<file path="src/rtl/mem_alloc_client.sv">
// mem_alloc_client: client side of the memory allocation unit.
// Prefetches allocated buffer addresses for the Rx writer and returns
// released addresses from the Tx reader to the allocator.
// Optional feature: define MEM_ALLOC_CLIENT_ADDR_CHECK_EN to drop and flag
// addresses whose in-block offset bits are not zero.
module mem_alloc_client #(
    parameter int AXI_ADDR_WIDTH      = 32,
    parameter int PACKET_ADDRESS_BITS = 11,
    parameter int PACKET_SIZE_WIDTH   = 11,
    parameter int PREFETCH_DEPTH      = 4,
    parameter int FREE_DEPTH          = 8,
    parameter int CNT_WIDTH           = 16
) (
    input  logic                         clk_i,
    input  logic                         rst_i,
    input  logic [AXI_ADDR_WIDTH-1:0]    alloc_addr_i,
    input  logic                         alloc_valid_i,
    output logic                         alloc_ack_o,
    output logic [PACKET_SIZE_WIDTH-1:0] alloc_len_o,
    output logic [AXI_ADDR_WIDTH-1:0]    buf_addr_o,
    output logic                         buf_addr_valid_o,
    input  logic                         buf_addr_ready_i,
    input  logic [AXI_ADDR_WIDTH-1:0]    rel_addr_i,
    input  logic                         rel_valid_i,
    output logic                         rel_ready_o,
    output logic [AXI_ADDR_WIDTH-1:0]    free_mem_addr_o,
    output logic                         free_mem_o,
    input  logic                         free_mem_ack_i,
    output logic [CNT_WIDTH-1:0]         outstanding_o,
    output logic                         err_o
);

    localparam int PF_AW = $clog2(PREFETCH_DEPTH);
    localparam int FR_AW = $clog2(FREE_DEPTH);

    localparam logic [PF_AW:0]     PF_FULL  = (PF_AW+1)'(PREFETCH_DEPTH);
    localparam logic [PF_AW:0]     PF_ONE   = (PF_AW+1)'(1);
    localparam logic [PF_AW-1:0]   PF_INC   = PF_AW'(1);
    localparam logic [FR_AW:0]     FR_FULL  = (FR_AW+1)'(FREE_DEPTH);
    localparam logic [FR_AW:0]     FR_ONE   = (FR_AW+1)'(1);
    localparam logic [FR_AW-1:0]   FR_INC   = FR_AW'(1);
    localparam logic [CNT_WIDTH-1:0] CNT_ONE = CNT_WIDTH'(1);

    // Reject parameter sets the pointer arithmetic cannot support.
    if (PREFETCH_DEPTH < 2 || (PREFETCH_DEPTH & (PREFETCH_DEPTH - 1)) != 0) begin : g_bad_prefetch_depth
        $error("PREFETCH_DEPTH must be a power of two and at least 2");
    end
    if (FREE_DEPTH < 2 || (FREE_DEPTH & (FREE_DEPTH - 1)) != 0) begin : g_bad_free_depth
        $error("FREE_DEPTH must be a power of two and at least 2");
    end
    if (PACKET_ADDRESS_BITS < 1 || PACKET_ADDRESS_BITS >= AXI_ADDR_WIDTH) begin : g_bad_block_bits
        $error("PACKET_ADDRESS_BITS must lie inside the address width");
    end

    typedef enum logic {
        FREE_IDLE = 1'b0,
        FREE_REQ  = 1'b1
    } free_state_e;

    logic [AXI_ADDR_WIDTH-1:0] pf_mem_q [PREFETCH_DEPTH];
    logic [AXI_ADDR_WIDTH-1:0] pf_mem_d [PREFETCH_DEPTH];
    logic [PF_AW-1:0]          pf_wr_q, pf_wr_d;
    logic [PF_AW-1:0]          pf_rd_q, pf_rd_d;
    logic [PF_AW:0]            pf_cnt_q, pf_cnt_d;

    logic [AXI_ADDR_WIDTH-1:0] fr_mem_q [FREE_DEPTH];
    logic [AXI_ADDR_WIDTH-1:0] fr_mem_d [FREE_DEPTH];
    logic [FR_AW-1:0]          fr_wr_q, fr_wr_d;
    logic [FR_AW-1:0]          fr_rd_q, fr_rd_d;
    logic [FR_AW:0]            fr_cnt_q, fr_cnt_d;

    free_state_e               state_q, state_d;
    logic                      free_mem_q, free_mem_d;
    logic [AXI_ADDR_WIDTH-1:0] free_addr_q, free_addr_d;
    logic                      ack_q, ack_d;
    logic [CNT_WIDTH-1:0]      cnt_q, cnt_d;
    logic                      err_q, err_d;

    logic pf_empty, pf_full, pf_push, pf_pop;
    logic fr_empty, fr_full, fr_push, fr_pop;
    logic alloc_ack;
    logic alloc_addr_ok, rel_addr_ok;
    logic addr_err;
    logic idle_ack_err, cnt_err;

    assign pf_empty = (pf_cnt_q == '0);
    assign pf_full  = (pf_cnt_q == PF_FULL);
    assign pf_pop   = !pf_empty && buf_addr_ready_i;

    // A pop in the same cycle frees a slot, so a full FIFO may still accept.
    assign alloc_ack = alloc_valid_i && (!pf_full || pf_pop) && !ack_q && !rst_i;

    assign fr_empty = (fr_cnt_q == '0);
    assign fr_full  = (fr_cnt_q == FR_FULL);

`ifdef MEM_ALLOC_CLIENT_ADDR_CHECK_EN
    assign alloc_addr_ok = (alloc_addr_i[PACKET_ADDRESS_BITS-1:0] == '0);
    assign rel_addr_ok   = (rel_addr_i[PACKET_ADDRESS_BITS-1:0] == '0);
    assign addr_err      = (alloc_ack && !alloc_addr_ok) ||
                           (rel_valid_i && !fr_full && !rel_addr_ok);
`else
    assign alloc_addr_ok = 1'b1;
    assign rel_addr_ok   = 1'b1;
    assign addr_err      = 1'b0;
`endif

    assign pf_push = alloc_ack && alloc_addr_ok;
    assign fr_push = rel_valid_i && !fr_full && rel_addr_ok;

    // Prefetch FIFO bookkeeping: write on accepted offers, read when the Rx writer takes the head.
    always_comb begin
        pf_mem_d = pf_mem_q;
        pf_wr_d  = pf_wr_q;
        pf_rd_d  = pf_rd_q;
        pf_cnt_d = pf_cnt_q;
        if (pf_push) begin
            pf_mem_d[pf_wr_q] = alloc_addr_i;
            pf_wr_d           = pf_wr_q + PF_INC;
        end
        if (pf_pop) begin
            pf_rd_d = pf_rd_q + PF_INC;
        end
        if (pf_push && !pf_pop) begin
            pf_cnt_d = pf_cnt_q + PF_ONE;
        end else if (!pf_push && pf_pop) begin
            pf_cnt_d = pf_cnt_q - PF_ONE;
        end
    end

    // Release FIFO bookkeeping: write on accepted releases, read when the allocator acks a free.
    always_comb begin
        fr_mem_d = fr_mem_q;
        fr_wr_d  = fr_wr_q;
        fr_rd_d  = fr_rd_q;
        fr_cnt_d = fr_cnt_q;
        if (fr_push) begin
            fr_mem_d[fr_wr_q] = rel_addr_i;
            fr_wr_d           = fr_wr_q + FR_INC;
        end
        if (fr_pop) begin
            fr_rd_d = fr_rd_q + FR_INC;
        end
        if (fr_push && !fr_pop) begin
            fr_cnt_d = fr_cnt_q + FR_ONE;
        end else if (!fr_push && fr_pop) begin
            fr_cnt_d = fr_cnt_q - FR_ONE;
        end
    end

    // Free handshake: returning through IDLE forces a low cycle so one ack retires one entry.
    always_comb begin
        state_d      = state_q;
        free_mem_d   = free_mem_q;
        free_addr_d  = free_addr_q;
        fr_pop       = 1'b0;
        idle_ack_err = 1'b0;
        case (state_q)
            FREE_IDLE: begin
                idle_ack_err = free_mem_ack_i;
                if (!fr_empty) begin
                    state_d     = FREE_REQ;
                    free_mem_d  = 1'b1;
                    free_addr_d = fr_mem_q[fr_rd_q];
                end
            end
            FREE_REQ: begin
                if (free_mem_ack_i) begin
                    state_d    = FREE_IDLE;
                    free_mem_d = 1'b0;
                    fr_pop     = 1'b1;
                end
            end
            default: begin
                state_d    = FREE_IDLE;
                free_mem_d = 1'b0;
            end
        endcase
    end

    // Outstanding-block counter saturates at both ends and reports the attempt; errors are sticky.
    always_comb begin
        cnt_d   = cnt_q;
        cnt_err = 1'b0;
        ack_d   = alloc_ack;
        if (alloc_ack && !fr_pop) begin
            if (cnt_q == '1) begin
                cnt_err = 1'b1;
            end else begin
                cnt_d = cnt_q + CNT_ONE;
            end
        end else if (!alloc_ack && fr_pop) begin
            if (cnt_q == '0) begin
                cnt_err = 1'b1;
            end else begin
                cnt_d = cnt_q - CNT_ONE;
            end
        end
        err_d = err_q || cnt_err || idle_ack_err || addr_err;
    end

    // State registers; reset drops any queued addresses and in-flight handshake.
    always_ff @(posedge clk_i) begin
        if (rst_i) begin
            pf_mem_q    <= '{default: '0};
            pf_wr_q     <= '0;
            pf_rd_q     <= '0;
            pf_cnt_q    <= '0;
            fr_mem_q    <= '{default: '0};
            fr_wr_q     <= '0;
            fr_rd_q     <= '0;
            fr_cnt_q    <= '0;
            state_q     <= FREE_IDLE;
            free_mem_q  <= 1'b0;
            free_addr_q <= '0;
            ack_q       <= 1'b0;
            cnt_q       <= '0;
            err_q       <= 1'b0;
        end else begin
            pf_mem_q    <= pf_mem_d;
            pf_wr_q     <= pf_wr_d;
            pf_rd_q     <= pf_rd_d;
            pf_cnt_q    <= pf_cnt_d;
            fr_mem_q    <= fr_mem_d;
            fr_wr_q     <= fr_wr_d;
            fr_rd_q     <= fr_rd_d;
            fr_cnt_q    <= fr_cnt_d;
            state_q     <= state_d;
            free_mem_q  <= free_mem_d;
            free_addr_q <= free_addr_d;
            ack_q       <= ack_d;
            cnt_q       <= cnt_d;
            err_q       <= err_d;
        end
    end

    assign alloc_ack_o      = alloc_ack;
    assign alloc_len_o      = '1;
    assign buf_addr_o       = pf_mem_q[pf_rd_q];
    assign buf_addr_valid_o = !pf_empty;
    assign rel_ready_o      = !fr_full;
    assign free_mem_addr_o  = free_addr_q;
    assign free_mem_o       = free_mem_q;
    assign outstanding_o    = cnt_q;
    assign err_o            = err_q;

endmodule
</file>
<file path="config.mk">
export PLATFORM = sky130hd
export DESIGN_NAME = mem_alloc_client
export DESIGN_NICKNAME = d
export VERILOG_FILES = /design/src/rtl/mem_alloc_client.sv
export SDC_FILE = /design/constraint.sdc
export NUM_CORES = 1
export LEC_CHECK = 0
export ABC_AREA = 0
export BUFFER_PORTS_ARGS = -buffer_cell sky130_fd_sc_hd__buf_2
export CAP_MARGIN = 25
export CORE_MARGIN = 2
export CORE_UTILIZATION = 61
export CTS_BUF_LIST = sky130_fd_sc_hd__clkbuf_2 sky130_fd_sc_hd__clkbuf_4 sky130_fd_sc_hd__clkbuf_8
export DETAILED_ROUTE_END_ITERATION = 6
export PLACE_DENSITY_LB_ADDON = 0.2
export SLEW_MARGIN = 40
export SYNTH_ARGS = -nofsm -noshare
export SYNTH_HDL_FRONTEND = slang
export SYNTH_SLANG_ARGS = --single-unit
</file>
<file path="constraint.sdc">
create_clock -name clk_i -period 5.6 [get_ports clk_i]
set_input_delay 0 -clock clk_i [delete_from_list [all_inputs] [get_ports clk_i]]
set_output_delay 0 -clock clk_i [all_outputs]
set_load 0.03 [all_outputs]
</file>
**Word-level counts from Yosys, hierarchy flattened**

Index checks and enable logic that the tools add are counted.

- Bits in latches: 0
- Input port bits: 70
- Word-level logic and storage cells: 120
- Bits in registers: 453
- Memory bits (writable): 0
- Output and inout port bits: 96
- ROM bits: 0
- Memories: 0

- Equality and inequality tests: 7
- Div/mod/pow operators: 0
- Reductions and logical operators: 34
- Mux-type cells: 33
- Add/subtract/negate cells: 10
- Order comparisons: 6
- Multipliers: 0
- Shift-type cells: 0
- Bitwise gates (word level): 6

Operators with widths:

| operator | number |
|---|---|
| $bwmux W256 | 1 |
| $mux W32 | 6 |
| $bwmux W128 | 1 |
| $bmux W32 S3 | 1 |
| $demux W32 S3 | 1 |
| $bmux W32 S2 | 1 |
| $demux W32 S2 | 1 |
| $mux W16 | 4 |
| $add A16 B1 Y16 const B | 1 |
| $eq A16 B16 Y1 const B | 1 |
| $logic_not A16 Y1 | 1 |
| $sub A16 B1 Y16 const B | 1 |
| $logic_and A1 B1 Y1 | 13 |
| $mux W1 | 11 |
| $add A3 B1 Y3 const B | 3 |
| $logic_not A1 Y1 | 9 |
| $ge A4 B4 Y1 const B | 2 |
| $mux W4 | 2 |
| $ne A2 B2 Y1 const B | 4 |
| $not A3 Y4 | 2 |
| $ge A3 B3 Y1 const B | 2 |
| $mux W3 | 2 |
| $not A2 Y3 | 2 |
| $reduce_bool A2 Y1 | 3 |
| 15 further kinds | 21 |

**Logic depth before layout (Yosys ltp)**

- Word-level depth: 13
- Gate-level depth with buffers: 12
- Mapped depth without buffers: 11

**Worst setup path after synthesis**

OpenSTA, ideal clock, no wires.

- Kind: register to register
- From: register pf_cnt_q[0]
- To: register cnt_q[15] (netlist: outstanding_o[15])
- Library setup time: 0.123 ns
- Path slack: 2.159 ns
- Required time: 5.477 ns
- Buffers on the path: 1
- Period minus slack after synthesis: 3.441 ns
- Arrival: 3.317 ns
- Stages on the path, launching flop included: 13
- Path through: dfxtp_1 nor4b_1 nor4b_2 buf_2 ha_1 inv_1 ha_1 a21o_1 a221oi_2 o311a_4 o31ai_2 mux2i_1 mux2_1

- Longest elaborated chain between the ends: 11
- Elaborated cells between the ends (all ways): 17
- Those cells by class: eq/ne: 3; mux: 1; reduce/logical: 13

Ends and longest elaborated chain:

| item | RTL line | source |
|---|---|---|
| from (decl) | 64 | `logic [PF_AW:0] pf_cnt_q, pf_cnt_d;` |
| from (signal assigned) | 222 | `pf_cnt_q <= pf_cnt_d;` |
| $logic_not A3 Y1 | 86 | `assign pf_empty = (pf_cnt_q == '0);` |
| $logic_not A1 Y1 | 88 | `assign pf_pop = !pf_empty && buf_addr_ready_i;` |
| $logic_and A1 B1 Y1 | 88 |  |
| $logic_or A1 B1 Y1 (*) | 91 | `assign alloc_ack = alloc_valid_i && (!pf_full \|\| pf_pop) && !ack_q && !rst_i;` |
| $logic_and A1 B1 Y1 (*) (3 in a row) | 91 |  |
| net alloc_ack_o | 18 | `output logic alloc_ack_o,` |
| $logic_not A1 Y1 | 191 | `end else if (!alloc_ack && fr_pop) begin` |
| $logic_and A1 B1 Y1 | 191 |  |
| $reduce_bool A2 Y1 (no line) | -- |  |
| $reduce_and A3 Y1 (no line) | -- |  |
| to (signal assigned) | 231 | `cnt_q <= cnt_d;` |
| to (decl) | 76 | `logic [CNT_WIDTH-1:0] cnt_q, cnt_d;` |

The timed path passes the listed nets; every way through them passes the cells marked *.
A chain may end at the register's enable or synchronous reset.

**Worst setup path after layout**

- From: register pf_cnt_q[0]
- To: register cnt_q[15] (netlist: outstanding_o[15])

- Longest elaborated chain between the ends: 11
- Elaborated cells between the ends (all ways): 17
- Those cells by class: eq/ne: 3; mux: 1; reduce/logical: 13

Ends and longest elaborated chain:

| item | RTL line |
|---|---|
| $logic_not A3 Y1 | 86 |
| $logic_not A1 Y1 | 88 |
| $logic_and A1 B1 Y1 | 88 |
| $logic_or A1 B1 Y1 (*) | 91 |
| $logic_and A1 B1 Y1 (*) (3 in a row) | 91 |
| $logic_not A1 Y1 | 191 |
| $logic_and A1 B1 Y1 | 191 |
| $reduce_bool A2 Y1 (no line) | -- |
| $reduce_and A3 Y1 (no line) | -- |

Mark *: on every way between the ends. The rest lies on a longest branch, timed or not.

==> impl_metrics.tcl <==
set metrics [dict create \
    switchingPower_mw 2.994 \
    p_per_area_nw_per_um2 401.9 \
    die_area_sq_um 33620 \
    ys_async_sr_fraction_pct 0 \
    drc 0 \
    netlist.area_leader.share_pct 46.22 \
    final-hold-violation-count 0 \
    ios 166 \
    fin_hold_ws_ps 226.5 \
    seqPwrFrac_pct 40.7 \
    finalCriticalPeriod_ps 3877 \
    insertion_delay_ps 600 \
    p_sw_share_pct 32.93 \
    htreeDepth 3 \
    grt_pass1_vias 15690 \
    fin_skew_ps 30.07 \
    routed_wl_mm 49.96 \
    worstSetupPathType "reg2reg" \
    fin_ws_ps 1723 \
    p_comb_share_pct 26.0 \
    ys_top_cells_by_area "dfxtp_1, nand2_1, mux4_2" \
    portBuffers 154 \
    clkPwrFrac_pct 33.3 \
    grt_first_pass_wirelength_mm 80.68 \
    vias 16100 \
    antenna_left 0 \
    seq_area_sq_um 9079 \
    cp_max_fo 16 \
    maxSlewViolCount 0 \
    yosysSeqAreaShare_pct 46.22 \
    rows 65 \
    startpoint_type "flop" \
    power_leakage_nw 8.134 \
    globalRouteOverflowTotal 0 \
    antenna_found_initial 2 \
    post-cts-setup-buffers 0 \
    area_growth_pct 15.30 \
    end_kind "flop" \
    yosysUniqueCellTypes 55 \
    cts-root-buf "clkbuf_8" \
    final_cells 2801 \
    tns_ps 0 \
    cts_tree "built" \
    worst-slew-pin-transition_ps 821.0 \
    cts_buffers 75 \
    cts_resized 0 \
    dr.pass1.iters 5 \
    clock.fmax_ghz 0.2579 \
    postSynthCellCount 2207 \
    ys_ff_latch 453 \
    grtUsageTotal_pct 29.69 \
    cts.path.max_buffers 3 \
    synthMostInstantiatedCell "nand2_1" \
    setup_viol 0 \
    grt_max_degree 130 \
    syn-cell-area_sq_um 19620 \
    max_slew_margin_pct 45.02 \
    post-route-util_pct 71.51 \
    dpl.cell_count 2598 \
    power.internal_mw 6.099 \
    clock-sinks 453 \
    drtIter0Drc 1466 \
    drive_gt1_share_pct 18.40 \
    synth_enable_flop_cells 0 \
    maxCapViolations 0 \
    dp_slack_ps 1735 \
    cp.arrival_ps 4350 \
    clk_pin_slew_ps 60 \
    netlist_top_cells_count "nand2_1, dfxtp_1, a21oi_1, clkbuf_1, nor2_1" \
    crit_required_ps 6070 \
    die_h_microns 183.4 \
    vdd_ir_drop_max_v 0.0002310 \
    rsz0062_at_grt "no" \
    multi_input_comb_area_sq_um 9584 \
    hold_class "in2reg" \
    die_w_microns 183.4 \
    finalCritPeriodShare_pct 69.23 \
    fill_cells 2414 \
    status "complete, no violations" \
    ys.flop_type "dfxtp_1" \
    viasPerCell 5.748 \
    ys_warn_count 0 \
    place_hpwl_mm 28.22 \
    yosysTopAreaCell "dfxtp_1" \
    wire_per_inst_microns 17.84 \
    gp_congestion 0.8067 \
    finalNetCount 2444 \
    avgSynthCellArea_sq_um 8.890 \
    start_util_pct 62.02 \
    core_sq_um 31640 \
]
## final cells by class
class                   instances  area share [%]
well taps                     402           2.223
diodes                          2         0.02212
flip-flops and latches        453           40.13
repair buffers                257           7.947
multi-input cells            1540           42.36
clock buffers                 120           6.719
inverters                      17          0.2931
clock inverters                10          0.3042
## layout by cell type (no fill, tap or decap), types with 5 or more instances in the layout
cell type,Yosys,final
xnor2_1,11,11
xor2_1,8,8
or3_1,8,8
buf_4,13,28
a211oi_1,36,36
nand4_1,5,5
nand2_1,670,670
a21oi_1,343,343
a21o_1,7,7
o21ai_0,9,9
dlygate4sd3_1,0,70
clkinv_2,0,5
mux2i_1,103,103
mux4_2,96,96
nor2_1,129,126
nand3b_1,5,5
conb_1,1,11
clkbuf_4,0,21
inv_1,16,16
ha_1,27,27
clkbuf_8,0,99
nor4_1,5,5
buf_2,45,153
dfxtp_1,453,449
nand3_1,6,6
nor3_1,10,8
## what timing repair did
action | CTS | global route
hold buffers | 70 | 0
hold endpoints to repair | 410 | 0
setup endpoints to repair | 0 | 0
## final timing paths
path	startpoint	endpoint	slack, ps	depth (start not counted)
hold / removal	alloc_addr_i[16]	pf_mem_q[48]	230	4
setup / recovery	pf_cnt_q[0]	outstanding_o[15]	1720	12
hold reg to reg	ack_q	ack_q	450	1
setup reg to reg	pf_cnt_q[0]	outstanding_o[15]	1720	12
## critical path, cell delays in order, from the launching register on
cell and delay (ps):
dfxtp_1 350, nor4b_1 510, nor4b_2 90, buf_4 220, ha_1 300, inv_1 450
ha_1 360, a21o_1 190, a221oi_2 400, o311a_4 250, o31ai_2 90, mux2i_1 210
mux2_1 330
## through the flow
| step | power (mW) | cell area, sq um |
|---|---|---|
| floorplan | 5.511 | 19660 |
| global placement | 6.008 | 20240 |
| detailed placement | 6.074 | 20310 |
| CTS | 9.136 | 22600 |
| global route | 9.577 | 22620 |
| finish | 9.093 | 22620 |
## logic make-up (layout without fill, tap and decap cells)
family / Yosys count / after routing / synth area share, %
AOI/OAI and AO/OA: 413 / 413 / 11.48
buffers and inverters: 224 / 404 / 5.369
other: 1 / 13 / 0.01911
DFF: 453 / 453 / 46.22
adders and majority gates: 30 / 30 / 2.028
muxes: 200 / 200 / 16.33
xor gates and xnor gates: 19 / 19 / 0.8481
and+or+nand+nor: 867 / 867 / 17.71
## flip-flops by register name (all words and copies together), names as in the netlist
signal           flops
free_mem_o           1
ack_q                1
pf_wr_q              2
pf_rd_q              2
pf_mem_q           128
state_q              1
err_o                1
fr_cnt_q             4
pf_cnt_q             3
fr_rd_q              3
fr_wr_q              3
outstanding_o       16
fr_mem_q           256
free_mem_addr_o     32
## metal layers
layer	global-route usage [%]	share of wire, %
met5	0	0
met2	50.61	49
met4	9.792	1.9
met3	4.289	6.7
met1	39.04	42
## power by group through the flow
stage	Sequential, mW	Clock, mW	Combinational, mW
after floorplan	3.86	0	1.65
final	3.70	3.03	2.36
after CTS	3.72	3.08	2.33
after detailed placement	3.79	0	2.28
after global placement	3.78	0	2.23
after global routing	3.74	3.23	2.61
No activity file was read; power rests on OpenSTA's default activity.
